## src/rtl/adc_capture_sequencer.sv

```systemverilog
// Capture sequencer: pre/post-trigger write control for the ADC sample ring buffer.
// Optional auto-rearm after a holdoff when ADC_CAPTURE_AUTO_REARM_EN is defined.
module adc_capture_sequencer #(
    parameter int ADDR_WIDTH    = 10,
    parameter int HOLDOFF_WIDTH = 16
) (
    input  logic                     adcClk,
    input  logic                     adcReset_n,
    input  logic                     arm,
    input  logic                     abort,
    input  logic                     forceTrigger,
    input  logic [ADDR_WIDTH-1:0]    preCount,
    input  logic [ADDR_WIDTH-1:0]    postCount,
    input  logic [HOLDOFF_WIDTH-1:0] holdoff,
    input  logic                     adcValidOut,
    input  logic                     adcUseThisSample,
    input  logic                     adcExceedsThreshold,
    output logic                     captureWrEn,
    output logic [ADDR_WIDTH-1:0]    captureAddr,
    output logic [ADDR_WIDTH-1:0]    triggerAddr,
    output logic                     busy,
    output logic                     done,
    output logic                     donePulse,
    output logic                     forced
);

    typedef enum logic [2:0] {IDLE, PREFILL, ARMED, POST, DONE} state_t;

    localparam logic [ADDR_WIDTH-1:0] ONE = ADDR_WIDTH'(1);

    state_t                  state, state_nx;
    logic [ADDR_WIDTH-1:0]   ptr, cnt, cnt_nx, cnt_inc;
    logic [ADDR_WIDTH-1:0]   pre_q, post_q, pre_c, room;
    logic                    wr, trig, latch, qual, enter_done;

    assign qual    = adcValidOut & adcUseThisSample & adcExceedsThreshold;
    // room left for pre-trigger samples once post and the trigger are reserved
    assign room    = ~postCount;
    assign pre_c   = (preCount > room) ? room : preCount;
    assign cnt_inc = cnt + {{(ADDR_WIDTH-1){1'b0}}, adcValidOut};

`ifdef ADC_CAPTURE_AUTO_REARM_EN
    localparam logic [HOLDOFF_WIDTH-1:0] HONE = HOLDOFF_WIDTH'(1);
    logic [HOLDOFF_WIDTH-1:0] hold;
`else
    logic unused_holdoff;
    assign unused_holdoff = ^holdoff;
`endif

    always_comb begin
        state_nx = state;
        cnt_nx   = cnt;
        wr       = 1'b0;
        trig     = 1'b0;
        latch    = 1'b0;
        unique case (state)
            IDLE: begin
                if (arm) begin
                    latch    = 1'b1;
                    cnt_nx   = '0;
                    state_nx = PREFILL;
                end
            end
            PREFILL: begin
                wr     = adcValidOut;
                cnt_nx = cnt_inc;
                if (cnt_inc >= pre_q) state_nx = ARMED;
            end
            ARMED: begin
                wr   = adcValidOut;
                trig = qual | forceTrigger;
                if (trig) begin
                    cnt_nx   = '0;
                    state_nx = (post_q == '0) ? DONE : POST;
                end
            end
            POST: begin
                wr     = adcValidOut;
                cnt_nx = cnt_inc;
                if (cnt_inc == post_q) state_nx = DONE;
            end
            DONE: begin
                if (arm) begin
                    latch    = 1'b1;
                    cnt_nx   = '0;
                    state_nx = PREFILL;
                end
`ifdef ADC_CAPTURE_AUTO_REARM_EN
                else if (hold == '0) begin
                    cnt_nx   = '0;
                    state_nx = PREFILL;
                end
`endif
            end
            default: state_nx = IDLE;
        endcase
        // abort beats everything, including a same-cycle arm or write
        if (abort) begin
            state_nx = IDLE;
            wr       = 1'b0;
            trig     = 1'b0;
            latch    = 1'b0;
        end
    end

    assign enter_done = (state_nx == DONE) && (state != DONE);

    always_ff @(posedge adcClk or negedge adcReset_n) begin
        if (!adcReset_n) begin
            state       <= IDLE;
            cnt         <= '0;
            ptr         <= '0;
            pre_q       <= '0;
            post_q      <= '0;
            captureWrEn <= 1'b0;
            captureAddr <= '0;
            triggerAddr <= '0;
            busy        <= 1'b0;
            done        <= 1'b0;
            donePulse   <= 1'b0;
            forced      <= 1'b0;
        end else begin
            state       <= state_nx;
            cnt         <= cnt_nx;
            captureWrEn <= wr;
            busy        <= (state_nx == PREFILL) || (state_nx == ARMED) ||
                           (state_nx == POST);
            done        <= (state_nx == DONE);
            donePulse   <= enter_done;
            if (latch) begin
                pre_q  <= pre_c;
                post_q <= postCount;
            end
            if (wr) begin
                captureAddr <= ptr;
                ptr         <= ptr + ONE;
            end
            if (trig) begin
                triggerAddr <= ptr;
                forced      <= forceTrigger;
            end
        end
    end

`ifdef ADC_CAPTURE_AUTO_REARM_EN
    always_ff @(posedge adcClk or negedge adcReset_n) begin
        if (!adcReset_n) begin
            hold <= '0;
        end else if (enter_done) begin
            hold <= holdoff;
        end else if ((state == DONE) && (hold != '0)) begin
            hold <= hold - HONE;
        end
    end
`endif

endmodule

```

## config.mk

```make
export PLATFORM = sky130hd
export DESIGN_NAME = adc_capture_sequencer
export DESIGN_NICKNAME = d
export VERILOG_FILES = /design/src/rtl/adc_capture_sequencer.sv
export SDC_FILE = /design/constraint.sdc
export NUM_CORES = 1
export LEC_CHECK = 0
export BUFFER_PORTS_ARGS = -buffer_cell sky130_fd_sc_hd__buf_4
export CAP_MARGIN = 20
export CORE_ASPECT_RATIO = 1.4
export CORE_UTILIZATION = 41
export CTS_CLUSTER_SIZE = 40
export DETAILED_ROUTE_END_ITERATION = 6
export MAX_ROUTING_LAYER = met4
export SLEW_MARGIN = 25
export SYNTH_ARGS = -nofsm -noshare
export SYNTH_HDL_FRONTEND = slang
export SYNTH_SLANG_ARGS = --single-unit
```

## constraint.sdc

```tcl
create_clock -name adcClk -period 6.5 [get_ports adcClk]
set_input_delay 1.3 -clock adcClk [delete_from_list [all_inputs] [get_ports adcClk]]
set_output_delay 1.3 -clock adcClk [all_outputs]
set_load 0.02 [all_outputs]
```

Yosys cells after proc, flatten, opt, wreduce, memory -nomap -nowiden
Index checks and enable logic that the tools add are counted.

Word-level logic and storage cells: 60. Register bits after elaboration: 68.

Equal/unequal tests: 12. Add/sub/neg operators: 2. Bitwise gates (word level): 4. Muxes and demuxes: 18. Magnitude comparators: 2. Reductions and logical operators: 10.

Operators with widths (count): two-way mux 10 bit (3); case mux 10 bit (3 select lines) (1); two-way mux 3 bit (6); equality test 3 x 2 -> 1 bit (second input constant) (4); case mux 3 bit (4 select lines) (1); adder 10 x 1 -> 10 bit (1); adder 10 x 1 -> 10 bit (second input constant) (1); equality test 10 bit (1); greater-or-equal comparator 10 bit (1); > comparator 10 bit (1); logical NOT 10 bit (1); NOT 10 bit (1); two-way mux 1 bit (7); equality test 3 x 1 -> 1 bit (second input constant) (2); equality test 3 bit (second input constant) (2); OR reduction 2 bit (2); logical NOT 3 bit (1); != test 3 bit (second input constant) (1); AND reduction 3 bit (1); nonzero test 3 bit (1); OR reduction 3 bit (1); AND 1 bit (2); logical OR 1 bit (2); != test 2 x 1 -> 1 bit (second input constant) (1); other kinds (3) (3).

Depth between registers and ports, before layout
Gate-level depths: netlist (run 1).

Depth in word-level cells: 9. Depth in mapped cells: 12. Gate-level depth less buffers: 11.

Least setup slack after synthesis (run 1)
OpenSTA, ideal clock, no wires.

Path kind: input port to flip-flop. Start: input adcValidOut. End: register state[1]. Slack: 2.977 ns. Path buffers: 0. Setup time: 0.127 ns. Arrival time: 3.397 ns. Stages: 9. Path through: ha_1 > nand2_1 > or3_1 > xnor2_1 > ha_1 > a211o_1 > a221oi_1 > nor2_1 > a311o_2.

Cells in the longest elaborated chain, start to end: 6.

RTL lines: start: declaration (line 15) `input logic adcValidOut,`; branches (longest 4 deep; another with adder 10 x 1 -> 10 bit); case mux 3 bit (4 select lines) * (line 56) `unique case (state)`; two-way mux 3 bit * (line 98) `if (abort) begin`; via state_nx[1] (line 31) `state_t state, state_nx;`; end signal: assignment (line 123) `state <= state_nx;`; end: declaration (line 31).

Mark *: on every way through the listed nets, which the timed path passes. A chain may end at the register's enable or synchronous reset.

Worst setup path after layout (run 1)
Same ends and word-level chain as after synthesis.

==> results of run 1 <==
power groups by stage:
stage | Sequential, mW | Combinational, mW | Clock (mW)
6_report | 0.529 | 0.224 | 0.553
5_1_grt | 0.537 | 0.258 | 0.586
4_1_cts | 0.529 | 0.228 | 0.567
3_5_place_dp | 0.536 | 0.228 | 0
3_3_place_gp | 0.535 | 0.221 | 0
2_1_floorplan | 0.534 | 0.145 | 0
cells by family (layout without fill, tap and decap cells):
logic type,count (synthesis),after routing,share of synthesized area [%]
compound gates,80,80,13.2
xor+xnor,23,23,5.93
fa+ha+maj,24,24,7.61
buf+inv,37,88,4.82
flops,68,68,43.1
mux,22,22,6.25
simple gates,147,147,19.0
synthesized netlist by cell type (2+ instances only):
cell | n | share of area, %
o21a_1 | 2 | 0.38
nor2b_1 | 6 | 0.95
ha_1 | 24 | 7.6
and2_1 | 3 | 0.48
nor2_1 | 26 | 2.5
nand2_1 | 49 | 4.7
a211o_1 | 3 | 0.67
o31ai_1 | 6 | 1.1
or3_1 | 11 | 1.7
a21oi_1 | 11 | 1.4
nand3_1 | 16 | 2.0
clkbuf_1 | 10 | 0.95
and3_1 | 4 | 0.63
a2111o_1 | 2 | 0.57
nor3_1 | 3 | 0.38
nand2b_1 | 7 | 1.1
dfrtp_1 | 68 | 43
a21o_1 | 3 | 0.57
buf_6 | 5 | 1.4
o21ai_0 | 28 | 3.6
xnor2_1 | 12 | 2.7
nor4_1 | 5 | 0.79
inv_1 | 18 | 1.7
xor2_1 | 9 | 2.0
nand4_1 | 7 | 1.1
buf_1 | 2 | 0.19
mux2_2 | 21 | 6.0
a31oi_1 | 10 | 1.6
final cells by class:
class / count / area, µm² / share of cell area [%]
Multi-Input combinational cell: 296 / 2060 / 43.7
Clock buffer: 9 / 225 / 4.77
Timing Repair Buffer: 55 / 413 / 8.74
Clock inverter: 6 / 114 / 2.41
Inverter: 18 / 67.6 / 1.43
Sequential cell: 68 / 1700 / 36.0
Tap cell: 110 / 138 / 2.91
routing by layer:
metal | track usage, % | wire length (µm) | part of all wire, % | vias up
li1 | - | - | - | 1529
met1 | 20.4 | 3490 | 42 | 1426
met4 | 10.4 | 250 | 3.0 | 0
met3 | 3.44 | 288 | 3.5 | 18
met5 | - | 0 | 0 | -
met2 | 31.3 | 4200 | 51 | 71
sequential cells by signal (all words and copies together), names as in the netlist:
| name | count |
|---|---|
| busy | 1 |
| state | 3 |
| post_q | 10 |
| captureAddr | 10 |
| donePulse | 1 |
| done | 1 |
| pre_q | 10 |
| captureWrEn | 1 |
| cnt | 10 |
| forced | 1 |
| ptr | 10 |
| triggerAddr | 10 |
critical path: stages:
cell	delay, ns
buf_4	0.12
ha_1	0.15
ha_1	0.38
nand3_1	0.23
xnor2_1	0.19
ha_1	0.21
a211o_1	0.29
a21oi_1	0.11
o21ai_0	0.13
a221oi_1	0.49
nor2_1	0.10
a311o_2	0.39
worst paths after layout:
path,from,to,slack (ns),cells past startpoint
hold / removal,captureAddr[7],captureAddr[7],0.47,2
max in group asynchronous,adcReset_n,busy,4.89,1
setup reg to reg,cnt[0],state[1],3.33,11
setup / recovery,adcValidOut,state[1],2.61,12
hold reg to reg,captureAddr[7],captureAddr[7],0.47,2
min in group asynchronous,adcReset_n,captureAddr[4],1.07,1
==> flow_metrics.tcl, run 1 <==
set metrics [dict create \
    power.clock.fraction_pct 42.4 \
    yosys_register_bits 68 \
    data_arrival_time_of_the_critical_path_ns 4.10 \
    via_per_inst 5.42 \
    final_critical_path_setup_slack_ns 2.61 \
    crit_path_start_kind "primary input" \
    finalSetupViolCount 0 \
    avgRoutedWirePerCell_um 14.7 \
    instances_no_fill 562 \
    start_util_pct 41.9 \
    design.final.nets 516 \
    drc 7 \
    path_clk_slew_ns 0.05 \
    floorplan.rows 42 \
    final_core_util_pct 50.2 \
    cts.hold.buffers_added 0 \
    final_worst_hold_slack_ns 0.472 \
    timing_hold_violations_final 0 \
    hold_path_class "register to register" \
    synthesized_nets 469 \
    first_pass_grt_wire_length_mm 14.1 \
    timing_worst_setup_path_type "primary input to register" \
    cts.sinks 68 \
    detailed_place.area_um2 4380 \
    syn_area_um2 3940 \
    routabilityCongestion 0.892 \
    yosysUniqueCellTypes 58 \
    failing_checks "DRC" \
    critical_path_peak_fanout 9 \
    sequentialPowerShare_pct 40.5 \
    via_count_of_the_first_global_routing_pass 3019 \
    power_mw 1.31 \
    crit_required_ns 6.71 \
    timing.final.crit_period_ns 3.89 \
    synth-edff-count 0 \
    number_of_antenna_violations_at_the_first_check_in_global_routing 0 \
    sum_of_negative_setup_slack_ns 0 \
    top_level_ports 69 \
    io_buffers 52 \
    cellPowerDensity_nw_per_um2 277 \
    full_die_area_um2 10000 \
    tritoncts_clock_tree "built" \
    root_buffer "clkbuf_16" \
    p_sw_uw 352 \
    cellInternalPower_uw 955 \
    mostFrequentLayoutCell "dfrtp_1" \
    place_ws_ns 2.31 \
    final_std_cell_area_no_fill_um2 4720 \
    switching_share_pct 26.9 \
    pre_repair_dr_iteration_count 6 \
    cts_htree_levels 3 \
    worstSkewPairLatency_ns 0.33 \
    synth.avg_cell_area_um2 9.83 \
    ratio_of_final_minimum_period_to_clock_period_pct 59.9 \
    synth_flop_cell "dfrtp_1" \
    insertedDiodeCount 0 \
    wirelength_mm 8.23 \
    drt.antenna.violating_nets 0 \
    max_clock_skew_ns 0.00735 \
    timing.fmax_mhz 257 \
    slew-limit-headroom_pct 44.4 \
    postSynth.asyncResetShare_pct 100 \
    drt_iter0_markers 102 \
    total_clock_buffers_created_by_cts 9 \
    deepest_clock_path_buffer_count 2 \
    die_x_um 84.9 \
    p_leak_nw 2.33 \
    filler_cell_count 878 \
    outcome "finished, violations left" \
    power.combinational.fraction_pct 17.2 \
    syn-instance-count 401 \
    critPathCaptureType "register" \
    final_layout_size_suffix_gt1_share_pct 22.3 \
    grt_setup_unrepaired "no" \
    tightestPinTransition_ns 0.834 \
    area.growth.synth_to_final_pct 19.7 \
    synth_seq_area_share_pct 43.1 \
    irDropWorstVdd_mv 0.150 \
    core_region_area_um2 9410 \
    grt_remaining_overflow 0 \
    via_count 3044 \
    dieHeight_um 118 \
    hpwl_mm 6.14 \
    final_cell_mix "dfrtp_1 (68), buf_4 (54), nand2_1 (49)" \
    cap_violations 0 \
    global_route.usage.total_pct 18.5 \
    grt_start_max_net_pins 69 \
    synthesis.yosys.warnings 0 \
    cts_resized 0 \
    numPlacedInstances 546 \
    final-max-slew-violation-count 0 \
    cts.repair_timing.setup_buffer_count 0 \
]
No activity file was read; power rests on OpenSTA's default activity.
==> inputs of run 2 (changes only) <==
Clock period 6.5 ns to 3.24 ns, I/O delays scaled along.
==> flow_metrics.tcl, run 2 (synthesized netlist as in run 1, its figures left out) <==
set metrics [dict create \
    outcome "finished, violations left" \
    failing_checks "DRC" \
    via_count_of_the_first_global_routing_pass 3210 \
    place_ws_ns -0.0347 \
    wl_met2_mm 4.56 \
    drt.antenna.violating_nets 0 \
    start_util_pct 41.9 \
    cts.hold.buffers_added 0 \
    root_buffer "clkbuf_16" \
    timing.fmax_mhz 345 \
    dieHeight_um 118 \
    path_clk_slew_ns 0.06 \
    ratio_of_final_minimum_period_to_clock_period_pct 89.5 \
    final_layout_size_suffix_gt1_share_pct 24.8 \
    irDropWorstVdd_mv 0.243 \
    crit-reg2reg-capture "state[1]" \
    cts_resized 0 \
    critPathMaxStageDelay_ns 0.43 \
    final_cell_mix "buf_4 (70), dfrtp_1 (68), nand2_1 (49)" \
    critical_path_peak_fanout 4 \
    area.growth.synth_to_final_pct 22.0 \
    rr_worst_depth 9 \
    timing.final.crit_period_ns 2.90 \
    crit_path_start_kind "primary input" \
    io_buffers 52 \
    mostFrequentLayoutCell "buf_4" \
    final-max-slew-violation-count 0 \
    cts.repair_timing.setup_buffer_count 0 \
    cts.sinks 68 \
    core_region_area_um2 9410 \
    full_die_area_um2 10000 \
    p_leak_nw 2.40 \
    path_cells "buf_4 -> ha_1 -> nand2_1 -> or3_1 -> xnor2_1 -> ha_1 -> a211o_1 -> a221oi_1 -> nor2_1 -> a311o_2" \
    sum_of_negative_setup_slack_ns 0 \
    crit_required_ns 3.45 \
    critPathCaptureType "register" \
    cellPowerDensity_nw_per_um2 533 \
    routabilityCongestion 0.870 \
    regToRegSetupSlack_ns 0.37 \
    critPathSlowestCell "or3_1" \
    instances_no_fill 578 \
    numPlacedInstances 562 \
    hpwl_mm 6.49 \
    floorplan.rows 42 \
    design.final.nets 531 \
    avgRoutedWirePerCell_um 14.9 \
    insertedDiodeCount 0 \
    worstSkewPairLatency_ns 0.33 \
    via_count 3127 \
    via_per_inst 5.41 \
    grt_start_max_net_pins 69 \
    tritoncts_clock_tree "built" \
    global_route.usage.total_pct 19.6 \
    data_arrival_time_of_the_critical_path_ns 3.12 \
    grt_remaining_overflow 0 \
    finalSetupViolCount 0 \
    worst_setup_path_startpoint "adcValidOut" \
    deepest_clock_path_buffer_count 2 \
    pre_repair_dr_iteration_count 7 \
    die_x_um 84.9 \
    worstSetupEndpoint "state[1]" \
    grt_setup_unrepaired "no" \
    final_critical_path_setup_slack_ns 0.339 \
    final_worst_hold_slack_ns 0.420 \
    slew-limit-headroom_pct 42.5 \
    drc 7 \
    launch_point_of_the_worst_reg_to_reg_path "cnt[0]" \
    wirelength_mm 8.63 \
    hold_path_class "primary input to asynchronous set/reset pin" \
    timing_worst_setup_path_type "primary input to register" \
    m1WireLength_mm 3.59 \
    number_of_antenna_violations_at_the_first_check_in_global_routing 0 \
    timing_hold_violations_final 0 \
    tightestPinTransition_ns 0.862 \
    routed-wl-met3_um 313 \
    maxUsedRoutingLayer "met4" \
    cap_violations 0 \
    cts_htree_levels 3 \
    max_clock_skew_ns 0.00515 \
    top_level_ports 69 \
    final_core_util_pct 51.2 \
    crit_path_frequent_cell "ha_1" \
    drt_iter0_markers 104 \
    first_pass_grt_wire_length_mm 15.0 \
    total_clock_buffers_created_by_cts 9 \
]
-- run 2: cell types whose count changed in the layout (fill, tap and decap cells not counted), sizes merged --
cell	previous run	this run
clkinv	1	2
buf	54	70
bufinv	3	2
-- run 2: layout make-up --
| class | instances | area [µm²] |
|---|---|---|
| Multi-Input combinational cell | 296 | 2060 |
| Clock buffer | 10 | 229 |
| Timing Repair Buffer | 70 | 526 |
| Clock inverter | 6 | 88.8 |
| Inverter | 18 | 67.6 |
| Tap cell | 110 | 138 |
| Fill cell | 877 | 4590 |
| Sequential cell | 68 | 1700 |
-- run 2: power breakdown --
group / leakage, nW / total (mW) / switching (mW) / internal [mW]
Combinational: 1.36 / 0.460 / 0.241 / 0.219
Clock: 0.149 / 1.04 / 0.369 / 0.673
Sequential: 0.889 / 1.06 / 0.111 / 0.952
Total: 2.40 / 2.56 / 0.720 / 1.84
-- run 2: worst min-delay path by stage --
stage	start	to	slack [ns]	cells past startpoint
finish	adcReset_n	captureAddr[4]	0.42	1
global route	captureAddr[8]	captureAddr[8]	0.49	2
CTS	adcReset_n	captureAddr[3]	0.46	1
detailed placement	captureAddr[7]	captureAddr[7]	0.46	2
global placement	captureAddr[7]	captureAddr[7]	0.46	2
floorplan	adcReset_n	busy	0.35	0
-- run 2: layer usage --
layer,global-route usage [%],up-vias
met1,22.2,1479
met2,33.3,77
met4,9.32,0
met3,3.51,12
met5,-,-
li1,-,1559
-- run 2: worst max-delay path: cells and delay by family --
kind                     cells  cell delay [ns]
adder cells (fa/ha/maj)      2             0.52
AND/OR/NAND/NOR              3             0.62
buffers and inverters        1             0.10
AO/OA/AOI/OAI                3             1.07
XOR/XNOR                     1             0.15
-- run 2: per-stage QoR --
| step | instance area (µm²) | power [mW] |
|---|---|---|
| floorplan | 3940 | 1.36 |
| detailed placement | 4500 | 1.55 |
| global placement | 4500 | 1.53 |
| global route | 4810 | 2.71 |
| CTS | 4810 | 2.60 |
| finish | 4810 | 2.56 |
